## src/rtl/s_box_inverse.sv

```systemverilog
// Inverse AES S-box (InvSubBytes) with a valid/ready handshake on both sides.
// The inverse affine transform takes one cycle. The GF(2^8) inverse is
// computed as y^254 using square-and-multiply over seven cycles, so it needs
// no lookup table. y = 0 maps to 0 without a special case, because 0^254 = 0.
//
// state   | meaning
// --------+---------------------------------------------------------------
// IDLE    | iready high; waiting for ivalid to capture idata
// AFFINE  | strip the affine constant and apply the inverse affine mapping
// INVERT  | one squaring plus one multiply per cycle, seven cycles (cnt 0..6)
// DONE    | ovalid high; result held until oready
module s_box_inverse #(
  parameter logic [7:0] AFFINE_CONSTANT = 8'h63,
  parameter int         GF_INVERT       = 1
) (
  input  logic       clk,
  input  logic       rst,
  input  logic [7:0] idata,
  input  logic       ivalid,
  output logic       iready,
  output logic [7:0] odata,
  output logic       ovalid,
  input  logic       oready
);

  localparam logic [1:0] ST_IDLE   = 2'd0;
  localparam logic [1:0] ST_AFFINE = 2'd1;
  localparam logic [1:0] ST_INVERT = 2'd2;
  localparam logic [1:0] ST_DONE   = 2'd3;

  localparam logic [2:0] CNT_LAST  = 3'd6;

  logic [1:0] state_q, state_d;
  logic [7:0] in_q, in_d;
  logic [7:0] sq_q, sq_d;
  logic [7:0] acc_q, acc_d;
  logic [7:0] result_q, result_d;
  logic [2:0] cnt_q, cnt_d;

  logic [7:0] aff_t;
  logic [7:0] aff_y;
  logic [7:0] sq_sq;
  logic [7:0] acc_mul;

  // GF(2^8) multiply, reduction polynomial x^8+x^4+x^3+x+1
  function automatic logic [7:0] gf_mul(input logic [7:0] a, input logic [7:0] b);
    logic [7:0] p;
    logic [7:0] aa;
    p  = 8'h00;
    aa = a;
    for (int i = 0; i < 8; i++) begin
      if (b[i]) p = p ^ aa;
      aa = aa[7] ? ({aa[6:0], 1'b0} ^ 8'h1B) : {aa[6:0], 1'b0};
    end
    return p;
  endfunction

  // Datapath: inverse affine mapping and the square/multiply step
  always_comb begin
    aff_t   = in_q ^ AFFINE_CONSTANT;
    aff_y   = {aff_t[6:0], aff_t[7]} ^ {aff_t[4:0], aff_t[7:5]} ^ {aff_t[1:0], aff_t[7:2]};
    sq_sq   = gf_mul(sq_q, sq_q);
    acc_mul = gf_mul(acc_q, sq_sq);
  end

  // Next-state and register-load decisions
  always_comb begin
    state_d  = state_q;
    in_d     = in_q;
    sq_d     = sq_q;
    acc_d    = acc_q;
    cnt_d    = cnt_q;
    result_d = result_q;
    case (state_q)
      ST_IDLE: begin
        if (ivalid) begin
          in_d    = idata;
          state_d = ST_AFFINE;
        end
      end
      ST_AFFINE: begin
        if (GF_INVERT != 0) begin
          sq_d    = aff_y;
          acc_d   = 8'h01;
          cnt_d   = 3'd0;
          state_d = ST_INVERT;
        end else begin
          result_d = aff_y;
          state_d  = ST_DONE;
        end
      end
      ST_INVERT: begin
        sq_d  = sq_sq;
        acc_d = acc_mul;
        cnt_d = cnt_q + 3'd1;
        if (cnt_q == CNT_LAST) begin
          result_d = acc_mul;
          state_d  = ST_DONE;
        end
      end
      ST_DONE: begin
        if (oready) state_d = ST_IDLE;
      end
      default: state_d = ST_IDLE;
    endcase
  end

  // State and datapath registers; reset abandons any operation in flight
  always_ff @(posedge clk or posedge rst) begin
    if (rst) begin
      state_q  <= ST_IDLE;
      in_q     <= 8'h00;
      sq_q     <= 8'h00;
      acc_q    <= 8'h00;
      cnt_q    <= 3'd0;
      result_q <= 8'h00;
    end else begin
      state_q  <= state_d;
      in_q     <= in_d;
      sq_q     <= sq_d;
      acc_q    <= acc_d;
      cnt_q    <= cnt_d;
      result_q <= result_d;
    end
  end

  // Handshake outputs; iready stays low for as long as reset is asserted
  always_comb begin
    iready = (state_q == ST_IDLE) && !rst;
    ovalid = (state_q == ST_DONE);
    odata  = result_q;
  end

endmodule

```

## config.mk

```make
export PLATFORM = sky130hd
export DESIGN_NAME = s_box_inverse
export DESIGN_NICKNAME = d
export VERILOG_FILES = /design/src/rtl/s_box_inverse.sv
export SDC_FILE = /design/constraint.sdc
export NUM_CORES = 1
export LEC_CHECK = 0
export ABC_AREA = 1
export CORE_MARGIN = 1
export CORE_UTILIZATION = 40
export CTS_CLUSTER_SIZE = 28
export DETAILED_ROUTE_END_ITERATION = 7
export PLACE_DENSITY_LB_ADDON = 0.08
export SYNTH_ARGS = -nofsm -noshare
export SYNTH_HDL_FRONTEND = slang
export SYNTH_SLANG_ARGS = --single-unit
```

## constraint.sdc

```tcl
create_clock -name clk -period 4.65 [get_ports clk]
set_clock_uncertainty 0.2 [all_clocks]
set_input_delay 0.93 -clock clk [delete_from_list [all_inputs] [get_ports clk]]
set_output_delay 0.93 -clock clk [all_outputs]
set_load 0.01 [all_outputs]
```

# Word-level counts from Yosys, hierarchy flattened
# Index checks and enable logic that the tools add are counted.
# totals
register_bits,37
in_bits,12
out_inout_bits,10
elab_cells,89
# op_classes
add_sub_neg,1
n_eq_ne,7
mux,37
bitwise_logic,31
n_reduce_logical,7
# ops
op,n
8-bit 2-to-1 mux,16
8-bit XOR,16
5-bit 2-to-1 mux,14
4-bit NOT,15
8-bit one-hot mux with 2 select lines,2
2-bit one-hot mux with 4 select lines,1
2-bit 2-to-1 mux,3
3-bit one-hot mux with 2 select lines,1
"2-bit equality test, second input constant",2
"2-bit inequality test, second input constant",2
2-bit AND reduction,2
"3-bit by 1-bit adder with 3-bit output, second input constant",1
"3-bit equality test, second input constant",1
3-bit AND reduction,1
"2-bit by 1-bit equality test with 1-bit output, second input constant",1
2-bit zero test,1
"2-bit by 1-bit inequality test with 1-bit output, second input constant",1
2-bit nonzero test,1
1-bit logical AND,1
1-bit zero test,1

# Logic depth before layout (Yosys ltp)
# logic_depth
depth_word,32
ltp_mapped,26
mapped_depth_nobuf,25

# Least setup slack after synthesis
# Ideal clock, no wire load.
# synth_path
path_kind,register to register
start,register sq_q[7]
end,"register result_q[5], in the netlist odata[5]"
setup_time_ps,118
t_arrival_ps,2192
required_ps,4332
slack_ps,2140
stages_incl_launch_ff,25
path_buffers,1
period_less_slack_ps,2510
path_cell_list,dfrtp_1 -> ha_1 -> inv_1 -> nand2_1 -> nand2_1 -> nand2_1 -> nand2_1 -> nand2_1 -> nand2_1 -> nand2_1 -> nand2_1 -> nand2_1 -> inv_1 -> nand2_1 -> nand2_2 -> buf_6 -> nand3b_1 -> nand2_1 -> inv_1 -> nand2_2 -> nand2_1 -> nand2_1 -> nand3_1 -> nand3_1 -> nand2_1
# synth_between
elab_chain_len,30
word_cells_on_any_way,43
cone_classes,23 x mux; 20 x bitwise
# synth_rtl
item,line,source
"start, declared",35,"logic [7:0] sq_q, sq_d;"
"start signal, assigned",120,sq_q <= sq_d;
5-bit 2-to-1 mux,53,"aa = aa[7] ? ({aa[6:0], 1'b0} ^ 8'h1B) : {aa[6:0], 1'b0};"
8-bit XOR,52,if (b[i]) p = p ^ aa;
8-bit 2-to-1 mux,52,
8-bit XOR,52,
8-bit 2-to-1 mux,52,
8-bit XOR,52,
8-bit 2-to-1 mux,52,
8-bit XOR,52,
(+14 left out),n/a,
8-bit XOR,52,
8-bit 2-to-1 mux,52,
8-bit XOR,52,
8-bit 2-to-1 mux,52,
8-bit XOR,52,
8-bit 2-to-1 mux,52,
8-bit XOR,52,
8-bit 2-to-1 mux *,52,
"end signal, assigned",123,result_q <= result_d;
"end, declared",37,"logic [7:0] result_q, result_d;"
# Mark *: on every way between the ends. The rest lies on a longest branch, timed or not.
# A chain may end at the register's enable or synchronous reset.

# Worst setup path in the final report
# layout_path
start,register sq_q[0]
end,"register result_q[7], in the netlist odata[7]"
# layout_between
elab_chain_len,30
word_cells_on_any_way,37
cone_classes,20 x mux; 17 x bitwise
# layout_rtl
item,line
8-bit 2-to-1 mux,52
8-bit XOR,52
8-bit 2-to-1 mux,52
8-bit XOR,52
8-bit 2-to-1 mux,52
8-bit XOR,52
8-bit 2-to-1 mux,52
8-bit XOR,52
(+14 left out),n/a
8-bit XOR,52
8-bit 2-to-1 mux,52
8-bit XOR,52
8-bit 2-to-1 mux,52
8-bit XOR,52
8-bit 2-to-1 mux,52
8-bit XOR,52
8-bit 2-to-1 mux *,52
# Marked as above.

==> metrics.md <==
| Metric | Value |
|---|---|
| Status | `finished, final reports clean` |
| Metal2 WL | `5570 µm` |
| Top delay family on crit path | `simple AND/OR/NAND/NOR gates` |
| Port buffer count | `21` |
| Arrival @ worst endpoint | `3.34 ns` |
| Starting Density | `between 40% and 50%` |
| Via/cell ratio | `between 5 and 6` |
| Layout area overhead | `9.00%` |
| Final setup violation count | `0` |
| Crit path capture type | `flop` |
| Crit Path Max Fanout | `9` |
| Setup Buffers After CTS | `0` |
| CTS tree | `yes` |
| Initial antenna violation count | `1` |
| Yosys warning count | `0` |
| Pin count of the biggest net entering global routing | `38` |
| Crit path max-delay cell type | `dfrtp_1` |
| Width of the die | `between 100 and 150 µm` |
| # Max-Cap Violations | `0` |
| Clk slew on worst S/H paths | `approximately 0.06 ns` |
| GRT overflow | `0` |
| Layout cells sized above 1 | `roughly 8.4%` |
| Hold crit path type | `flop to flop` |
| CTS-repair resized insts | `0` |
| Top FF cell, synth | `dfrtp_1` |
| Num CTS Buffers | `5` |
| Synth top area share | `between 20 and 30%` |
| Peak Freq | `between 200 and 300 MHz` |
| GRT Resource Usage Total | `between 20% and 30%` |
| Layout net count | `831` |
| Final worst path period need | `3.37 ns` |
| Gate Count Post-Synth | `800` |
| Top Metal Used | `met4` |
| Iteration-0 DRC Markers | `260` |
| Crit path buf inv count | `3` |
| Metal3 WL | `about 650 µm` |
| Synth cell types | `36` |
| Element type at the critical path start | `flop` |
| Clock sink total | `37` |
| Filler Cell Count | `1195` |
| Largest cells by area after synthesis | `nand2_1 27%, dfrtp_1 20%, nand3_1 11%` |
| Via count | `roughly 4.8k` |
| First-pass GRT wire length | `~21000 µm` |
| RD Place Congestion | `about 0.88` |
| Asr flop ratio synth | `between 90% and 100%` |
| RSZ-0062 raised after global routing | `no` |
| Wire length per cell | `between 10 and 15 µm` |
| Crit path kind | `flop to flop` |
| Post-synth top area cell | `nand2_1` |
| # rows | `38` |
| Number of nets with antenna violations after routing | `0` |
| Vias in the first global route | `4490` |
| CP most frequent cell | `nand2_1` |
| Req. time, crit path | `between 4 and 5 ns` |
| Number of top-level pins | `22` |
| Most frequent cells in the layout | `339 x nand2_1, 105 x nand3_1, 93 x inv_1` |
| Sequential standard cell area | `~930 µm²` |
| M1 WL | `roughly 6300 µm` |
| Relative slew margins | `56.1%` |
| Syn Std Cell Area | `approximately 0.0046 mm²` |
| CTS max path bufs | `2` |
| Cts-stage hold buffer count | `0` |
| Clock root buffer master | `clkbuf_16` |
| Core ar. | `around 0.011 mm²` |
| Detailed Routing Iterations Pass 1 | `5` |
| Commonest non-fill, non-tap cell in the layout | `nand2_1` |
| Die area | `~0.012 mm²` |
| Final Hold Violating Endpoints | `0` |
| H-tree depth | `2` |
| Seq/Total Area, Yosys | `20.0%` |
| Number of flops mapped to enable cells by yosys | `0` |
| DPL Wire Length | `approximately 10000 µm` |
| Net Count, Synth | `around 800` |
| Final period utilization | `slightly above 70%` |
| Crit-path max cell delay | `between 0.5 and 0.6 ns` |
| Die Ht | `between 100 and 150 µm` |
| Max Transition Viols Final | `0` |
| Worst slew pin tran | `approximately 0.66 ns` |
| Post-route DRC violation count | `0` |
| Multi-input gate area | `around 0.0031 mm²` |
| Worst skew pair latency | `0.28 ns` |
| Avg Cell Area, Syn | `slightly below 6 µm²` |
| Setup TNS | `0 ns` |
| Post-Route WL | `between 10000 and 15000 µm` |
| CP Cell Sequence | `ha_1 -> inv_1 -> nand2_1 -> nand2_1 -> nand2_1 -> nand3_1 -> nand2_1 -> nand2_1 -> inv_1 -> nand3_1 -> nand2_1 -> nand2_1 -> nand2_2 -> inv_2 -> nand2_1 -> xor2_1 -> nand3_1 -> nand2_1 -> nand2_1 -> nand3_1 -> nand2_1` |
| Post-synthesis register bit count | `37` |
## cells in the mapped netlist, types with 4 or more instances
cell type,number
buf_4,4
nand2_2,23
xor2_1,30
ha_1,7
nor2_1,45
nand2_1,339
o21ai_0,10
nand3b_1,10
o221ai_1,5
dfrtp_1,37
buf_2,8
nand3_1,105
inv_2,15
buf_6,5
xnor2_1,22
mux2_2,6
inv_1,93
a21oi_1,4
## state kept, by name (all words and copies together) (netlist names)
signal and flops:
acc_q 8, cnt_q 3, in_q 8, odata 8, sq_q 8, state_q 2
## worst min-delay path: stages, from the launching register on
cell and delay (ns):
dfrtp_1 0.34, nand2_1 0.05, nand2_1 0.06
## layout make-up
cell class	count	area share, %
inverter	110	8.23
clock buffer	8	2.70
antenna	1	0.0496
timing repair buffer	25	4.76
tap	140	3.47
multi-input combinational	633	62.4
sequential	37	18.4
## stage by stage
stage                     std cells  area [µm²]  worst slack (ns)  hold slack [ns]  utilization, %
after floorplan                 800        4630              2.14            0.270               -
after global placement          945        4910              1.41            0.264            44.3
after detailed placement        945        4910              1.36            0.265            44.3
after CTS                       953        5040              1.35            0.287            45.5
after global routing            953        5040             0.950            0.312            45.5
final                           954        5040              1.28            0.282            45.5
## cells by family (layout without fill, tap and decap cells)
kind of cell	count (synthesis)	count (layout)	share of synthesized area [%]
AND/OR/NAND/NOR	538	538	50.2
buffers and inverters	130	143	11.9
XOR/XNOR	53	53	10.4
flip-flops	37	37	20.0
AO/OA/AOI/OAI	29	29	4.06
adder cells (fa/ha/maj)	7	7	1.89
multiplexers	6	6	1.46
other	0	1	0
## path summary, 6_finish.rpt
kind | cells past startpoint | to | slack, ns | startpoint
max in group asynchronous | 3 | acc_q[6] | 3.01 | rst
worst min register to register | 2 | odata[4] | 0.28 | odata[4]
worst max register to register | 21 | odata[7] | 1.28 | sq_q[0]
min in group asynchronous | 3 | sq_q[1] | 0.90 | rst
worst max-delay path | 21 | odata[7] | 1.28 | sq_q[0]
worst min-delay path | 2 | odata[4] | 0.28 | odata[4]
## per-layer routing
layer	vias to the layer above	track usage (%)
li1	2495	-
met3	17	2.25
met4	0	7.43
met5	-	0
met1	2156	31.6
met2	126	36.8
Power is left out: the tool's default activity adds up to more than one toggle a clock period on the data nets, which glitch-free logic cannot reach.
